==> src/rtl/snn_config_loader.sv <==
// Byte-serial, checksummed configuration writer for the three-neuron layer.
// Commits weights and neuron parameters atomically and gates the layer enable.
module snn_config_loader #(
    parameter logic [31:0] DEFAULT_PARAMS  = 32'h7F010200,
    parameter logic [71:0] DEFAULT_WEIGHTS = 72'h0
) (
    input  logic        clk,
    input  logic        reset,
    input  logic        cfg_start,
    input  logic [7:0]  data_in,
    input  logic        data_valid,
    output logic        data_ready,
    input  logic        enable_in,
    output logic        enable_out,
    output logic [71:0] input_weights,
    output logic [31:0] neuron_params,
    output logic        cfg_busy,
    output logic        cfg_done,
    output logic        cfg_error
);

    typedef enum logic [1:0] {
        IDLE  = 2'd0,
        LOAD  = 2'd1,
        CHECK = 2'd2
    } state_t;

    localparam logic [3:0] LAST_DATA = 4'd12;

    state_t     state;
    logic [7:0] shadow [13];
    logic [3:0] cnt;
    logic [7:0] csum;
    logic       accept;

    // A restart takes priority over any byte offered in the same cycle.
    assign accept     = data_valid && data_ready && !cfg_start;
    assign enable_out = enable_in && !cfg_busy;

    always_ff @(posedge clk) begin
        if (reset) begin
            state         <= IDLE;
            cnt           <= 4'd0;
            csum          <= 8'd0;
            data_ready    <= 1'b0;
            cfg_busy      <= 1'b0;
            cfg_done      <= 1'b0;
            cfg_error     <= 1'b0;
            input_weights <= DEFAULT_WEIGHTS;
            neuron_params <= DEFAULT_PARAMS;
            for (int i = 0; i < 13; i++) begin
                shadow[i] <= 8'd0;
            end
        end else begin
            cfg_done  <= 1'b0;
            cfg_error <= 1'b0;
            if (cfg_start) begin
                state      <= LOAD;
                cnt        <= 4'd0;
                csum       <= 8'd0;
                data_ready <= 1'b1;
                cfg_busy   <= 1'b1;
            end else begin
                unique case (state)
                    IDLE: begin
                        data_ready <= 1'b0;
                        cfg_busy   <= 1'b0;
                    end
                    LOAD: begin
                        if (accept) begin
                            shadow[cnt] <= data_in;
                            csum        <= csum ^ data_in;
                            if (cnt == LAST_DATA) begin
                                state <= CHECK;
                            end else begin
                                cnt <= cnt + 4'd1;
                            end
                        end
                    end
                    CHECK: begin
                        if (accept) begin
                            state      <= IDLE;
                            data_ready <= 1'b0;
                            cfg_busy   <= 1'b0;
                            if ((csum ^ data_in) == 8'd0) begin
                                // Byte 0 lands in the top lane of the weight vector.
                                for (int k = 0; k < 9; k++) begin
                                    input_weights[71-8*k -: 8] <= shadow[k];
                                end
                                neuron_params <= {shadow[9], shadow[10],
                                                  shadow[11], shadow[12]};
                                cfg_done <= 1'b1;
                            end else begin
                                cfg_error <= 1'b1;
                            end
                        end
                    end
                    default: begin
                        state      <= IDLE;
                        data_ready <= 1'b0;
                        cfg_busy   <= 1'b0;
                    end
                endcase
            end
        end
    end

endmodule

==> config.mk <==
export PLATFORM = sky130hd
export DESIGN_NAME = snn_config_loader
export DESIGN_NICKNAME = d
export VERILOG_FILES = /design/src/rtl/snn_config_loader.sv
export SDC_FILE = /design/constraint.sdc
export NUM_CORES = 1
export LEC_CHECK = 0
export CORE_UTILIZATION = 60
export DETAILED_ROUTE_END_ITERATION = 10
export PLACE_DENSITY = 0.82
export SYNTH_ARGS = -nofsm -noshare
export SYNTH_HDL_FRONTEND = slang
export SYNTH_SLANG_ARGS = --single-unit
==> constraint.sdc <==
create_clock -name clk -period 5.6 [get_ports clk]
set_clock_uncertainty 0.1 [all_clocks]
set_input_delay 0.56 -clock clk [delete_from_list [all_inputs] [get_ports clk]]
set_output_delay 0.56 -clock clk [all_outputs]
set_load 0.05 [all_outputs]
==> flow_summary.json <==
{
  "status": "complete, no violations",
  "cp-end-kind": "register",
  "crit_path_max_fanout": 60,
  "cts_max_level": 1,
  "hold_slack_ns": 0.376,
  "grt_pass1_wl_mm": 30.2,
  "dp_worst_setup_slack_ns": 2.07,
  "cap_violations": 0,
  "path_buf_inv": 2,
  "drt-pass1-iter-count": 5,
  "cts_resized": 0,
  "synth_cell_type_count": 28,
  "postLayoutSetupSlackWorst_ns": 2.57,
  "clockPowerShare_pct": 43.9,
  "yosys.area.top_type_share_pct": 32.8,
  "nets": 916,
  "finalSetupTns_ns": 0,
  "grt_pass1_vias": 6087,
  "gp_congestion": 0.805,
  "worstSetupPathType": "input pin to register",
  "final_max_slew_viol_count": 0,
  "pwr-share-seq_pct": 52.5,
  "reg2reg_to": "input_weights[71]",
  "yosys-top-cells-area": "edfxtp_1 (33%), dfxtp_1 (25%), nand2b_1 (13%), mux2i_1 (11%), and2_1 (6.8%)",
  "yosysSeqAreaShare_pct": 58.3,
  "port_buffers": 121,
  "tightest_slew_ns": 1.01,
  "ios": 122,
  "detail-route-antenna-nets": 0,
  "via_per_inst": 5.18,
  "slew_headroom_pct": 33.0,
  "clock_latency_ns": 0.50,
  "layout_min_cycle_time_ns": 3.03,
  "syn-num-nets": 820,
  "r2r_slack_ns": 2.83,
  "power_switching_share_pct": 20.8,
  "ys_warn_count": 0,
  "power_frac_comb_pct": 3.6,
  "p_sw_mw": 0.698,
  "synth_edf_count": 104,
  "start_kind": "input pin",
  "path_cells": "clkdlybuf4s50_1 -> xnor2_1 -> nand2_1 -> nor4_2 -> buf_4 -> mux2i_1",
  "min_from": "neuron_params[17]",
  "grt_setup_unrepaired": "false",
  "holdPathStages": 2,
  "dpl_cell_area_sq_um": 10700,
  "routed_wirelength_mm": 18.6,
  "row_count": 45,
  "dieHeight_um": 128,
  "clkSinkCount": 225,
  "whs_endpoint": "neuron_params[17]",
  "grt_usage_pct": 23.5,
  "cts_buffer_depth": 3,
  "min_path_type": "register to register",
  "finalHoldViolations": 0,
  "crit_path_max_incr_delay_ns": 0.87,
  "die-area_sq_um": 16400,
  "dp_hpwl_mm": 11.9,
  "final_area_sq_um": 11400,
  "p_per_area_nw_per_um2": 293,
  "wl_per_cell_um": 16.6,
  "r2r_start": "cfg_busy",
  "clk_pin_slew_ns": 0.06,
  "start_util_pct": 62.1,
  "syn_area_sq_um": 9510,
  "setup_viol": 0,
  "worst_ep_required_time_ns": 5.91,
  "cts-root-buf": "clkbuf_16",
  "ctsHoldBuffers": 0,
  "peakVddDrop_uv": 217,
  "tritoncts": "done",
  "dp_cells": 1085,
  "finalNonFillerCells": 1126,
  "ys_async_sr_fraction_pct": 0,
  "antenna_found_initial": 0,
  "areaGrowthSynthToFinish_pct": 20.0,
  "grt_start_max_net_pins": 131,
  "synthCells": 803,
  "period_share_pct": 54.2,
  "fillCellCount": 1052,
  "rr_worst_depth": 5,
  "grt_overflow": 0,
  "critPathTopFamily": "buffers and inverters",
  "fp.dieW_um": 128,
  "synth_area_leader_cell": "edfxtp_1",
  "cts_buffers": 23,
  "intPower_mw": 2.65,
  "via_count": 5836,
  "post-cts-setup-buffers": 0,
  "synth_seq_cells": 225,
  "first_iter_violations": 268,
  "post_route_cells_drive_above_1_share_pct": 6.34,
  "power.leakage_nw": 3.89,
  "core_area_sq_um": 15300,
  "drc_errors": 0,
  "ys.flop_type": "dfxtp_1",
  "slowest_stage": "clkdlybuf4s50_1",
  "clock.fmax_mhz": 330,
  "antenna_cells": 0,
  "avgSynthCellArea_sq_um": 11.8,
  "cp_data_arrival_time_ns": 3.35
}
-- Yosys cell counts (2+ instances only) --
cell type	n
nand3_1	10
a21oi_1	2
nor3_1	4
ha_1	4
nor4_2	4
buf_12	6
and2_1	104
buf_4	8
dfxtp_1	121
or2_2	13
nand2_1	6
mux2i_1	105
xor2_1	10
xnor2_1	9
nand4b_1	2
nor2b_1	5
edfxtp_1	104
clkbuf_1	39
nand4_1	3
nand2b_1	195
inv_1	3
nor2_1	40
-- power groups by stage --
stage / Sequential, mW / Clock [mW] / Combinational [mW]
after floorplan: 1.79 / 0 / 0.0824
after global placement: 1.79 / 0 / 0.118
after detailed placement: 1.79 / 0 / 0.121
after CTS: 1.76 / 1.49 / 0.121
after global routing: 1.76 / 1.56 / 0.131
final: 1.76 / 1.47 / 0.121
-- placed cells by master, fill, tap and decap left out --
cell type	n
edfxtp_1	104
clkbuf_1	5
nand2b_1	195
mux2i_1	105
nand4_1	3
xnor2_1	9
nor3_1	4
and2_1	104
bufinv_16	1
inv_1	3
nor2_1	40
nand3b_1	1
clkbuf_16	23
a21oi_1	2
nand3_1	10
dfxtp_1	121
clkinv_1	1
xor2_1	10
or2_2	13
ha_1	4
o21ai_0	1
clkinv_2	5
buf_4	5
and3b_1	1
inv_6	1
clkbuf_8	4
clkinvlp_4	1
clkdlybuf4s50_1	120
nand2_1	6
nor4_2	5
nand4b_1	2
and3_1	1
nor2b_1	5
-- sequential cells by signal, indices dropped and copies added, names as in the netlist --
signal	count
shadow	104
cfg_error	1
csum	8
cfg_busy	1
cfg_done	1
input_weights	72
state	2
cnt	4
neuron_params	32
-- how the worst max path moves through the flow --
stage | start | end | slack (ns) | cells past startpoint
floorplan | cfg_busy | shadow[1][0] | 3.36 | 5
global placement | data_in[6] | input_weights[9] | 2.21 | 6
detailed placement | data_in[6] | input_weights[71] | 2.07 | 6
CTS | data_in[6] | input_weights[71] | 2.57 | 6
global route | data_in[6] | input_weights[71] | 2.34 | 6
finish | data_in[7] | input_weights[71] | 2.57 | 6
-- per-layer routing --
layer  up-vias  GRT usage [%]  wire length, um
met2       172           40.4             9150
met1      2799           30.7             8080
met3        33           3.13             1020
met5         -              0                0
met4         0           7.96              386
li1       2832              -                -
-- worst min-delay path, cell delays in order, from the launching register on --
cell	delay (ns)
dfxtp_1	0.31
nand2b_1	0.06
mux2i_1	0.06
-- area by class of cell --
cell class	instances	area (sq um)	share of cell area, %
multi-input cells	521	3630	31.8
inverters	3	11.3	0.0987
clock inverters	9	75.1	0.658
clock buffers	32	649	5.69
repair buffers	125	1240	10.9
flip-flops and latches	225	5550	48.6
well taps	211	264	2.31
-- kinds of logic after synthesis --
group | share of synthesized area (%)
muxes | 11.1
buffers and inverters | 3.59
and+or+nand+nor | 24.6
AOI/OAI and AO/OA | 0.158
xor gates and xnor gates | 1.75
DFF | 58.3
adders and majority gates | 0.526
-- through the flow --
step           total power, mW  util [%]
2_1_floorplan             1.87         -
3_3_place_gp              1.91      69.8
3_5_place_dp              1.91      69.8
4_1_cts                   3.36      74.5
5_1_grt                   3.44      74.5
6_report                  3.35      74.5
Power figures use the tool's default switching activity.
